--- src/rtl/console_pkg.sv ---
// console_pkg: shared geometry defaults, keyboard codes and the
// state encoding of the clear/scroll engine.
package console_pkg;

  localparam int COLS_DEF = 70;
  localparam int ROWS_DEF = 30;

  localparam logic [7:0] ASCII_BS    = 8'h08;
  localparam logic [7:0] ASCII_LF    = 8'h0A;
  localparam logic [7:0] ASCII_FF    = 8'h0C;
  localparam logic [7:0] ASCII_SP    = 8'h20;
  localparam logic [7:0] ASCII_TILDE = 8'h7E;

  typedef enum logic [2:0] {
    ST_IDLE      = 3'd0,
    ST_SCROLL_RD = 3'd1,
    ST_SCROLL_WR = 3'd2,
    ST_CLR_ROW   = 3'd3,
    ST_CLR_ALL   = 3'd4
  } state_e;

  function automatic logic is_printable(input logic [7:0] k);
    return (k >= ASCII_SP) && (k <= ASCII_TILDE);
  endfunction

endpackage

--- src/rtl/console_fill_engine.sv ---
// console_fill_engine: walks the character buffer one cell per step for
// the clear-screen and scroll operations. A scroll copies rows up with a
// read cycle followed by a write cycle per cell, then blanks the last row.
// The scroll states are only entered when the top-level build enables
// scrolling (CONSOLE_SCROLL_EN); otherwise i_start_scroll is tied low.
module console_fill_engine
  import console_pkg::*;
#(
  parameter int COLS = COLS_DEF,
  parameter int ROWS = ROWS_DEF
) (
  input  logic        clk,
  input  logic        reset,
  input  logic        i_start_scroll,
  input  logic        i_start_clr,
  input  logic [7:0]  i_rd_data,
  output state_e      o_state,
  output logic        o_done,
  output logic [11:0] o_rd_addr,
  output logic        o_wr_en,
  output logic [11:0] o_wr_addr,
  output logic [7:0]  o_wr_data
);

  localparam logic [6:0] LAST_COL = 7'(COLS - 1);
  localparam logic [4:0] LAST_ROW = 5'(ROWS - 1);
  // Last destination row of the copy pass; the row below it is blanked.
  localparam logic [4:0] LAST_DST = 5'(ROWS - 2);

  state_e     r_state;
  state_e     w_nx_state;
  logic [6:0] r_col;
  logic [6:0] w_nx_col;
  logic [4:0] r_row;
  logic [4:0] w_nx_row;
  logic       w_last_col;
  logic [4:0] w_row_p1;

  assign w_last_col = (r_col == LAST_COL);
  assign w_row_p1   = r_row + 5'd1;
  assign o_state    = r_state;

  // State register and cell counters; reset abandons any walk in progress.
  always_ff @(posedge clk or negedge reset) begin
    if (!reset) begin
      r_state <= ST_IDLE;
      r_col   <= '0;
      r_row   <= '0;
    end else begin
      r_state <= w_nx_state;
      r_col   <= w_nx_col;
      r_row   <= w_nx_row;
    end
  end

  // Next state, cell walk and buffer-port drive.
  always_comb begin
    w_nx_state = r_state;
    w_nx_col   = r_col;
    w_nx_row   = r_row;
    o_done     = 1'b0;
    o_rd_addr  = '0;
    o_wr_en    = 1'b0;
    o_wr_addr  = '0;
    o_wr_data  = '0;
    case (r_state)
      ST_IDLE: begin
        if (i_start_clr) begin
          w_nx_state = ST_CLR_ALL;
          w_nx_col   = '0;
          w_nx_row   = '0;
        end else if (i_start_scroll) begin
          w_nx_state = ST_SCROLL_RD;
          w_nx_col   = '0;
          w_nx_row   = '0;
        end
      end
      ST_SCROLL_RD: begin
        // Fetch the cell one row below the destination.
        o_rd_addr  = {r_col, w_row_p1};
        w_nx_state = ST_SCROLL_WR;
      end
      ST_SCROLL_WR: begin
        // Buffer read data has arrived; store it one row up.
        o_wr_en    = 1'b1;
        o_wr_addr  = {r_col, r_row};
        o_wr_data  = i_rd_data;
        w_nx_state = ST_SCROLL_RD;
        if (w_last_col) begin
          w_nx_col = '0;
          w_nx_row = w_row_p1;
          if (r_row == LAST_DST) begin
            w_nx_state = ST_CLR_ROW;
          end
        end else begin
          w_nx_col = r_col + 7'd1;
        end
      end
      ST_CLR_ROW: begin
        o_wr_en   = 1'b1;
        o_wr_addr = {r_col, r_row};
        if (w_last_col) begin
          w_nx_state = ST_IDLE;
          w_nx_col   = '0;
          w_nx_row   = '0;
          o_done     = 1'b1;
        end else begin
          w_nx_col = r_col + 7'd1;
        end
      end
      ST_CLR_ALL: begin
        o_wr_en   = 1'b1;
        o_wr_addr = {r_col, r_row};
        if (w_last_col) begin
          w_nx_col = '0;
          if (r_row == LAST_ROW) begin
            w_nx_state = ST_IDLE;
            w_nx_row   = '0;
            o_done     = 1'b1;
          end else begin
            w_nx_row = w_row_p1;
          end
        end else begin
          w_nx_col = r_col + 7'd1;
        end
      end
      default: begin
        w_nx_state = ST_IDLE;
        w_nx_col   = '0;
        w_nx_row   = '0;
      end
    endcase
  end

endmodule

--- src/rtl/console_ctrl.sv ---
// console_ctrl: text console controller. Decodes keyboard codes, keeps the
// cursor, writes characters into an external character buffer and hands
// clear-screen and scroll work to console_fill_engine. A one-entry pending
// buffer absorbs keys that arrive while the engine is busy.
// Build option: define CONSOLE_SCROLL_EN to scroll the screen on a newline
// from the last row; without it the cursor wraps to (0,0) instead.
module console_ctrl
  import console_pkg::*;
#(
  parameter int COLS = COLS_DEF,
  parameter int ROWS = ROWS_DEF
) (
  input  logic        clk,
  input  logic        reset,
  input  logic [7:0]  key_in,
  input  logic        p_valid,
  output logic [11:0] rd_addr,
  input  logic [7:0]  rd_data,
  output logic        wr_en,
  output logic [11:0] wr_addr,
  output logic [7:0]  wr_data,
  output logic [6:0]  cur_x,
  output logic [4:0]  cur_y,
  output logic        busy,
  output logic        overflow
);

  localparam logic [6:0] LAST_COL = 7'(COLS - 1);
  localparam logic [4:0] LAST_ROW = 5'(ROWS - 1);

  logic [6:0]  r_cur_x;
  logic [4:0]  r_cur_y;
  logic        r_pend_vld;
  logic [7:0]  r_pend_key;
  logic        r_ovf;
  logic        r_kwr_en;
  logic [11:0] r_kwr_addr;
  logic [7:0]  r_kwr_data;

  state_e      w_state;
  logic        w_done;
  logic        w_idle;
  logic        w_take;
  logic [7:0]  w_key;
  logic [6:0]  w_nx_x;
  logic [4:0]  w_nx_y;
  logic        w_nl;
  logic        w_kwr;
  logic [11:0] w_kwr_addr;
  logic [7:0]  w_kwr_data;
  logic        w_start_clr;
  logic        w_start_scroll;
  logic [6:0]  w_x_m1;
  logic [4:0]  w_y_m1;
  logic [4:0]  w_y_p1;
  logic        w_eng_wr_en;
  logic [11:0] w_eng_wr_addr;
  logic [7:0]  w_eng_wr_data;

  assign w_idle = (w_state == ST_IDLE);
  // A pending key always goes before a newly arriving one.
  assign w_take = w_idle & (r_pend_vld | p_valid);
  assign w_key  = r_pend_vld ? r_pend_key : key_in;
  assign w_x_m1 = r_cur_x - 7'd1;
  assign w_y_m1 = r_cur_y - 5'd1;
  assign w_y_p1 = r_cur_y + 5'd1;

  // Key decode: next cursor, character/erase write and engine start.
  always_comb begin
    w_nx_x         = r_cur_x;
    w_nx_y         = r_cur_y;
    w_nl           = 1'b0;
    w_kwr          = 1'b0;
    w_kwr_addr     = {r_cur_x, r_cur_y};
    w_kwr_data     = w_key;
    w_start_clr    = 1'b0;
    w_start_scroll = 1'b0;
    if (w_take) begin
      if (is_printable(w_key)) begin
        w_kwr = 1'b1;
        if (r_cur_x == LAST_COL) begin
          w_nl = 1'b1;
        end else begin
          w_nx_x = r_cur_x + 7'd1;
        end
      end else if (w_key == ASCII_LF) begin
        w_nl = 1'b1;
      end else if (w_key == ASCII_BS) begin
        if (r_cur_x != '0) begin
          w_nx_x     = w_x_m1;
          w_kwr      = 1'b1;
          w_kwr_addr = {w_x_m1, r_cur_y};
          w_kwr_data = '0;
        end else if (r_cur_y != '0) begin
          w_nx_x     = LAST_COL;
          w_nx_y     = w_y_m1;
          w_kwr      = 1'b1;
          w_kwr_addr = {LAST_COL, w_y_m1};
          w_kwr_data = '0;
        end
      end else if (w_key == ASCII_FF) begin
        w_start_clr = 1'b1;
      end
      if (w_nl) begin
        if (r_cur_y != LAST_ROW) begin
          w_nx_x = '0;
          w_nx_y = w_y_p1;
        end else begin
`ifdef CONSOLE_SCROLL_EN
          // Cursor stays put until the scroll finishes.
          w_start_scroll = 1'b1;
`else
          w_nx_x = '0;
          w_nx_y = '0;
`endif
        end
      end
    end
  end

  // Cursor: moves on accepted keys, parks when a clear or scroll completes.
  always_ff @(posedge clk or negedge reset) begin
    if (!reset) begin
      r_cur_x <= '0;
      r_cur_y <= '0;
    end else if (w_done) begin
      r_cur_x <= '0;
      r_cur_y <= (w_state == ST_CLR_ROW) ? LAST_ROW : 5'd0;
    end else begin
      r_cur_x <= w_nx_x;
      r_cur_y <= w_nx_y;
    end
  end

  // Pending buffer and sticky overflow flag.
  always_ff @(posedge clk or negedge reset) begin
    if (!reset) begin
      r_pend_vld <= 1'b0;
      r_pend_key <= '0;
      r_ovf      <= 1'b0;
    end else if (w_idle) begin
      // The pending key is consumed this cycle; a new strobe refills it.
      if (r_pend_vld) begin
        r_pend_vld <= p_valid;
        if (p_valid) begin
          r_pend_key <= key_in;
        end
      end
    end else if (p_valid) begin
      if (r_pend_vld) begin
        r_ovf <= 1'b1;
      end else begin
        r_pend_vld <= 1'b1;
        r_pend_key <= key_in;
      end
    end
  end

  // Registered character/erase write, presented the cycle after acceptance.
  always_ff @(posedge clk or negedge reset) begin
    if (!reset) begin
      r_kwr_en   <= 1'b0;
      r_kwr_addr <= '0;
      r_kwr_data <= '0;
    end else begin
      r_kwr_en <= w_kwr;
      if (w_kwr) begin
        r_kwr_addr <= w_kwr_addr;
        r_kwr_data <= w_kwr_data;
      end
    end
  end

  console_fill_engine #(
    .COLS (COLS),
    .ROWS (ROWS)
  ) u_fill (
    .clk            (clk),
    .reset          (reset),
    .i_start_scroll (w_start_scroll),
    .i_start_clr    (w_start_clr),
    .i_rd_data      (rd_data),
    .o_state        (w_state),
    .o_done         (w_done),
    .o_rd_addr      (rd_addr),
    .o_wr_en        (w_eng_wr_en),
    .o_wr_addr      (w_eng_wr_addr),
    .o_wr_data      (w_eng_wr_data)
  );

  // A key write that launches a scroll lands in the first SCROLL_RD cycle,
  // where the engine itself never writes, so the two never collide.
  assign wr_en    = r_kwr_en | w_eng_wr_en;
  assign wr_addr  = r_kwr_en ? r_kwr_addr : w_eng_wr_addr;
  assign wr_data  = r_kwr_en ? r_kwr_data : w_eng_wr_data;
  assign cur_x    = r_cur_x;
  assign cur_y    = r_cur_y;
  assign busy     = ~w_idle;
  assign overflow = r_ovf;

endmodule

--- config.mk ---
export PLATFORM = sky130hd
export DESIGN_NAME = console_ctrl
export DESIGN_NICKNAME = d
export VERILOG_FILES = /design/src/rtl/console_pkg.sv /design/src/rtl/console_fill_engine.sv /design/src/rtl/console_ctrl.sv
export SDC_FILE = /design/constraint.sdc
export NUM_CORES = 1
export LEC_CHECK = 0
export CAP_MARGIN = 20
export CELL_PAD_IN_SITES_DETAIL_PLACEMENT = 0
export CELL_PAD_IN_SITES_GLOBAL_PLACEMENT = 2
export CORE_MARGIN = 2
export CORE_UTILIZATION = 32
export CTS_CLUSTER_SIZE = 20
export DETAILED_ROUTE_END_ITERATION = 16
export GPL_TIMING_DRIVEN = 1
export PLACE_DENSITY_LB_ADDON = 0.08
export RECOVER_POWER = 25
export SLEW_MARGIN = 20
export SYNTH_ARGS = -nofsm -noshare
export SYNTH_HDL_FRONTEND = slang
export SYNTH_SLANG_ARGS = --single-unit
--- constraint.sdc ---
create_clock -name clk -period 2.8 [get_ports clk]
set_clock_uncertainty 0.15 [all_clocks]
set_input_delay 0.56 -clock clk [delete_from_list [all_inputs] [get_ports clk]]
set_output_delay 0.56 -clock clk [all_outputs]
set_load 0.05 [all_outputs]
# Word level (Yosys, flattened, before mapping)
# Cells that the tools add are included.
# totals
out_inout_bits	47
input_bits	19
regBits	58
# op_classes
bitwise	5
n_eq_ne	24
n_addsub	6
magnitude_cmp	2
n_reduce_logical	18
muxes	80
# op_table
cell	count
$mux 12	9
$mux 8	13
$mux 7	11
$mux 5	15
$pmux 5 s5	1
$eq 8x4->1 const B	3
$mux 1	22
$pmux 7 s3	1
$mux 3	5
$pmux 3 s5	1
$add 7x1->7 const B	2
$eq 7x7->1 const B	2
$add 5x1->5 const B	2
$eq 5x5->1 const B	2
$ne 2x1->1 const B	5
$reduce_and 5->1	2
$reduce_bool 5->1	2
$ne 3x1->1 const B	3
$ge 8x6->1 const B	1
$le 8x7->1 const B	1
$ne 4x2->1 const B	2
$reduce_bool 7->1	1
$sub 7x1->7 const B	1
$eq 3x2->1 const B	2
other kinds (20)	26

# Logic depth before layout (Yosys ltp)
# Gate-level depths: netlist of run 1.
# logic_depth
word_depth	9
depth_mapped	10

# By module
# From an unflattened synthesis of run 1, not the netlist that was laid out.
# hier_totals
hier_cells	472
hier_area_um2	4254.1
# modules_own_cells
module	cells_each	n_inst	seq_area_each_um2	area_per_inst_um2
console_ctrl	331	1	1076.0	3085.5
console_fill_engine	141	1	375.4	1168.6

# Worst setup path before layout of run 1
# No wires, ideal clock.
# synth_path
path_type	flip-flop to flip-flop
from	reg r_cur_y[0] (netlist: cur_y[0])
to	reg r_kwr_data[1]
path_slack_ps	18
t_arrival_ps	2500
setup_time_ps	132
required_time_ps	2518
stages_incl_launch_ff	10
cell_sequence	dfrtp_1 > inv_1 > ha_1 > nor4b_2 > nand4_1 > and2_1 > o21ai_1 > buf_2 > buf_4 > o21ai_0
# synth_between
elab_chain_len	7
word_cells_on_any_way	13
# synth_lines
element	line_no	rtl
start: declaration	console_ctrl.sv:32	logic [4:0] r_cur_y;
start signal: assignment	console_ctrl.sv:128	r_cur_y <= (w_state == ST_CLR_ROW) ? LAST_ROW : 5'd0;
start signal: assignment	console_ctrl.sv:131	r_cur_y <= w_nx_y;
$reduce_bool 5->1 (*)	console_ctrl.sv:94	end else if (r_cur_y != '0) begin
$mux 8 / $mux 1 (equally long branches)	console_ctrl.sv:94	
$mux 8 / $mux 1 (equally long branches)	console_ctrl.sv:89	if (r_cur_x != '0) begin
$mux 8 / $mux 1 (equally long branches)	console_ctrl.sv:88	end else if (w_key == ASCII_BS) begin
$mux 8 / $mux 1 (equally long branches)	console_ctrl.sv:86	end else if (w_key == ASCII_LF) begin
$mux 8 / $mux 1 (equally long branches)	console_ctrl.sv:79	if (is_printable(w_key)) begin
$mux 8 / $mux 1 (equally long branches)	console_ctrl.sv:78	if (w_take) begin
end signal: assignment	console_ctrl.sv:169	r_kwr_data <= w_kwr_data;
end: declaration	console_ctrl.sv:38	logic [7:0] r_kwr_data;
# Every way passes the cells marked *; elsewhere a longest branch is shown, timed or not.
# A chain may end at the register's enable or synchronous reset.

# Final worst setup path of run 1
# layout_path
from	in key_in[5]
to	reg r_kwr_addr[1]
# layout_between
elab_chain_len	6
word_cells_on_any_way	14
# layout_lines
element	line_no	rtl
start: declaration	console_ctrl.sv:15	input logic [7:0] key_in,
$mux 8 (*)	n/a	
parallel branches: the longest is 5 deep, another holds $ge 8x6->1	n/a	
end signal: assignment	console_ctrl.sv:168	r_kwr_addr <= w_kwr_addr;
end: declaration	console_ctrl.sv:37	logic [11:0] r_kwr_addr;
# Mark *: on every way between the ends.

==> metrics, run 1 <==
# diodes=0; Yosys warning total=0; post-synthesis simple-gate area fraction=roughly a quarter; post-synth net total=472; Synth cell types=62; Wirelength per Cell=17.0 um; Peak Freq=approximately 380 MHz; final net count=a little under 600; Num CTS Buffers=9; Crit. End Element=flop; Die H=around 110 um; register area share after synthesis=37.9%; mapped cell area=3830 um^2; Final HPWL DP=9170 um; Startpoint Class=primary input; min-delay worst type=flop to flop; pin count of the biggest net entering global routing=38; ys async rst share=100%; detailed-route via count=~3.8k; wirelength, routed=12100 um; final hold violation count=0; Worst Path Arrival=2.72 ns; Post-DRT Antenna Nets=0; later-pin clock latency in the skew report=0.33 ns; DRC Markers=0; initial core utilization=33.1%; number of synthesized register bits=58; Max Slew Vio Count=26; fillers=roughly 1.1k; gr ovfl total=0; Iter 0 DRT Violations=226; TritonCTS Sinks=58; port bufs=65; Die X=113 um; Slew @ Worst Pin=between 1.5 and 2 ns; ranking of synthesized cells by area=dfrtp_1 (38%), a22o_1 (5.0%), o21ai_0 (5.0%); pwr dens=between 900 and 1000 nW/um^2; CP Class=primary input to flop; RSZ-0062 raised after global routing=no; CTS tree=yes; most frequent cells in the layout=buf_4 (75), dfrtp_1 (56), nand2_1 (50); Worst VDD drop=0.000435 V; compound-cell area share of the yosys netlist=between 20 and 25%; Final WS setup=0.178 ns; CP max FO=4; Synth Area in XOR/XNOR=1.60%; Hold-fix buffers, CTS=0; mux cell area share after synthesis=5.56%; status=finished with violations; Max Buffers Root-to-Sink=2; post-synthesis adder-cell area fraction=3.86%; Critical Path RT=2.89 ns; # Max-Cap Violations=1; CORE AREA=11600 um^2; share of layout cells above drive strength 1=25.3%; row count=39; share of the synthesized area in the top cell type=37.9%; initial antenna violation count=0; Hold WS=0.316 ns; failing checks=capacitance limit, slew limit; largest area contributor in the netlist=dfrtp_1; max_slew headroom=-11.4%; Max H-tree Level=3; vias in the first global route=3648; Avg Cell Area, Syn=8.66 um^2; clk slew on worst S/H paths=0.06 ns; most common cell after layout, fill and taps aside=buf_4; Clock Tree Root=clkbuf_16; Tot GR Track Use=around a fifth; Ports=66; Primary FF master, synth=dfrtp_1; Tcrit/Tclk final=93.7%; Syn-to-layout area delta=47.4%; pre-CTS setup slack=-0.190 ns; Tmin final=2.62 ns; endpoints failing setup=0; Die Area=12900 um^2; global-route wire length before repair=19900 um; static leakage=~2.5 nW; TritonRoute pass-1 iters=4; EDFF count, synth=0; Synth Instances=442; DR vias/cell=5.30; main combinational cell family by area after synthesis=simple AND/OR/NAND/NOR gates; gp weighted congestion=0.832
critical path, cell delays in order:
cell,delay [ns]
clkdlybuf4s50_1,0.52
nand4b_1,0.14
a222oi_1,0.35
buf_4,0.20
or2_1,0.15
nand3_1,0.16
nor2_2,0.15
mux2_2,0.34
o21ai_0,0.14
path summary, 6_finish.rpt:
path / start / to / slack, ns / cells after the start
setup / recovery: key_in[5] / r_kwr_addr[1] / 0.18 / 9
hold / removal: overflow / overflow / 0.32 / 1
setup reg to reg: r_pend_key[6] / cur_y[4] / 0.25 / 8
hold reg to reg: overflow / overflow / 0.32 / 1
max in group asynchronous: reset / cur_x[3] / 1.02 / 1
min in group asynchronous: reset / r_kwr_data[2] / 0.51 / 1
sequential cells by signal (all words and copies together), names as in the netlist:
| signal | flops |
|---|---|
| overflow | 1 |
| u_fill.r_col | 7 |
| cur_y | 5 |
| r_kwr_en | 1 |
| r_pend_vld | 1 |
| u_fill.r_row | 5 |
| r_kwr_addr | 12 |
| u_fill.o_state | 3 |
| r_kwr_data | 8 |
| cur_x | 7 |
| r_pend_key | 8 |
synth_stat cells, types with 6 or more instances:
library cell and instances:
a22o_1 22, mux2_2 10, inv_1 12, o31ai_1 6, a21oi_1 21, nand2_1 50, clkbuf_1 15, o21ai_0 38
buf_2 6, nor3_1 13, dfrtp_1 58, nand2b_1 6, nand4_1 8, nand3_1 20, and3_1 15, ha_1 11
nor2_1 35, mux2i_1 10
per-layer routing:
layer	vias to the layer above	GRT usage, %	share of wire (%)
met4	0	5.53	1.3
met3	12	5.09	4.7
met1	1777	28.3	48
met2	94	30.0	46
li1	1870	-	-
met5	-	0	0
per-stage QoR:
stage	util [%]	area (um^2)	total power (W)	TNS [ns]	cells
6_report	48.8	5640	0.00545	0	708
3_3_place_gp	45.4	5250	0.00413	-3.40	689
5_1_grt	48.8	5640	0.00582	0	708
2_1_floorplan	-	3830	0.00306	0	442
3_5_place_dp	45.4	5250	0.00414	-3.52	689
4_1_cts	48.5	5610	0.00549	0	705
power by group:
| part | switching (W) | internal, W |
|---|---|---|
| combinational | 0.00150 | 0.00111 |
| clock | 0.000400 | 0.000918 |
| sequential | 0.000355 | 0.00117 |
| total | 0.00226 | 0.00320 |
cells by family after synthesis:
logic type | count (synthesis)
buffers and inverters | 37
XOR/XNOR | 7
flip-flops | 58
adder cells (fa/ha/maj) | 12
AO/OA/AOI/OAI | 125
multiplexers | 20
AND/OR/NAND/NOR | 183
area by class of cell:
class | instances | area, um^2 | share of cell area (%)
Inverter | 12 | 45.0 | 0.798
Timing Repair Buffer | 132 | 1390 | 24.6
Multi-Input combinational cell | 347 | 2220 | 39.4
Clock inverter | 4 | 97.6 | 1.73
Sequential cell | 58 | 1450 | 25.8
Tap cell | 143 | 179 | 3.17
Clock buffer | 12 | 256 | 4.55
what timing repair did:
item                       in CTS  in global routing
hold endpoints to repair        0                  0
gates resized for setup         0                  5
buffers inserted                0                  3
setup endpoints to repair       0                 15
(Power assumes the default switching activity.)
==> inputs of run 2 (changes only) <==
- REMOVE_ABC_BUFFERS: unset -> 1
==> run 2 against run 1 <==
Hold slack improved by 0.013 ns. Highest routed layer unchanged. Critical path depth increased by 2. Final cell count decreased by 0.28%. First-iteration DRC count decreased by 20%. Power decreased by 5.6%. Setup slack got worse by 0.081 ns. Via count increased by 0.77%. Register-to-register slack got worse by 0.05 ns. Clock-buffer cell count decreased by 1. Critical path type unchanged. Global-route usage decreased by 0.28 points. Largest power group unchanged. The flow now finishes without violations. Sequential power increased by 3%.
==> metrics, run 2 (same netlist as run 1, synthesis figures left out) <==
status=complete, no violations; Reg with most FFs=r_kwr_addr; number of flip-flops in the largest register=12; Die Area=12900 um^2; wirelength, routed=between 10000 and 15000 um; Largest regs=r_kwr_addr: 12 flops, r_kwr_data: 8 flops, r_pend_key: 8 flops; Iter 0 DRT Violations=181; CORE AREA=11600 um^2; DRC Markers=0; port bufs=between 60 and 70; RSZ-0062 raised after global routing=yes; Final WS setup=0.0966 ns; Tcrit/Tclk final=~97%; Core Util, Final=48.0%; Post-DRT Antenna Nets=0; pin count of the biggest net entering global routing=25; Worst VDD drop=0.000403 V; static leakage=2.46 nW; CP max FO=4; TritonCTS Sinks=a little under 60; later-pin clock latency in the skew report=0.33 ns; Placement Cell Area=5260 um^2; max_slew headroom=between 10% and 20%; Final Instance Area=between 5000 and 6000 um^2; FF-to-FF End=cur_x[4]; most common cell after layout, fill and taps aside=buf_4; Tot GR Track Use=approximately a fifth; Peak Freq=roughly 370 MHz; endpoints failing setup=0; Startpoint Class=primary input; initial antenna violation count=0; fillers=1169; Max Buffers Root-to-Sink=2; # diodes=0; pre-CTS setup slack=-0.240 ns; Num CTS Buffers=9; initial core utilization=about a third; CP Class=primary input to flop; Wirelength per Cell=roughly 17 um; most frequent cells in the layout=buf_4 (70), dfrtp_1 (57), nand2_1 (50); Syn-to-layout area delta=45.2%; share of layout cells above drive strength 1=between 20% and 30%; Tmin final=2.70 ns; final net count=~590; Worst Path Arrival=2.76 ns; Die H=113 um; DR vias/cell=~5.4; Critical Path Start=key_in[2]; global-route wire length before repair=19800 um; vias in the first global route=3732; pwr dens=927 nW/um^2; TritonRoute pass-1 iters=4; Final HPWL DP=slightly above 9000 um; # Max-Cap Violations=0; Crit. End Element=flop; Critical Path RT=2.86 ns; r2r setup slk=0.20 ns; worst-case reg-to-reg path depth=10; Max Slew Vio Count=0; clk slew on worst S/H paths=around 0.050 ns; Slew @ Worst Pin=1.26 ns; Max H-tree Level=3; Clock Tree Root=clkbuf_16; row count=39; CTS tree=yes; gr ovfl total=0; final hold violation count=0; gp weighted congestion=about 0.84; Die X=113 um; min-delay worst type=primary input to async pin; Ports=66; reg-to-reg startpoint=r_pend_vld; worst setup path endpoint=cur_x[4]; detailed-route via count=3782
run 2: area by class of cell:
type	instances	area [um^2]	share of cell area [%]
clock inverter	5	30.0	0.540
clock buffer	11	243	4.37
multi-input combinational	347	2220	40.0
sequential	58	1450	26.1
inverter	12	45.0	0.811
tap	143	179	3.22
timing repair buffer	130	1390	24.9
run 2: metrics by stage:
| step | total power, W | hold WS, ns | TNS [ns] | cells |
|---|---|---|---|---|
| finish | 0.00515 | 0.329 | 0 | 706 |
| global route | 0.00548 | 0.355 | -0.0309 | 706 |
| CTS | 0.00517 | 0.0691 | 0 | 704 |
| detailed placement | 0.00413 | 0.314 | -3.44 | 688 |
| global placement | 0.00412 | 0.316 | -2.73 | 688 |
| floorplan | 0.00299 | 0.114 | -20.83 | 417 |
run 2: critical path: stages:
cell,delay [ns]
clkdlybuf4s50_1,0.47
nand3b_1,0.12
a222oi_1,0.38
buf_4,0.18
buf_4,0.10
buf_4,0.09
nor2_1,0.07
o21ai_2,0.25
inv_1,0.19
a31oi_1,0.25
o21ai_0,0.10
run 2: what timing repair did:
item,CTS,global route
setup buffers,0,2
setup endpoints to repair,0,8
hold buffers,0,0
resized for setup,0,6
run 2: how the worst min path moves through the flow:
stage                     slack [ns]  cells after the start            end
after floorplan                 0.11                      0       cur_x[0]
after global placement          0.32                      2  r_kwr_data[0]
after detailed placement        0.31                      2  r_kwr_addr[4]
after CTS                       0.07                      1  r_kwr_data[7]
after global routing            0.35                      2  r_kwr_data[6]
final                           0.33                      1  r_kwr_data[7]
run 2: routing by layer:
| layer | vias to the layer above | global-route usage, % | routed length, um |
|---|---|---|---|
| met1 | 1828 | 26.3 | 5840 |
| li1 | 1866 | - | - |
| met3 | 6 | 3.05 | 422 |
| met2 | 82 | 32.7 | 5900 |
| met4 | 0 | 5.85 | 86 |
| met5 | - | 0 | 0 |
run 2: report_power, final:
part | total, W | leakage [nW] | switching [W] | internal, W
clock | 0.00101 | 0.131 | 0.000396 | 0.000617
combinational | 0.00257 | 1.59 | 0.00147 | 0.00110
sequential | 0.00157 | 0.731 | 0.000399 | 0.00117
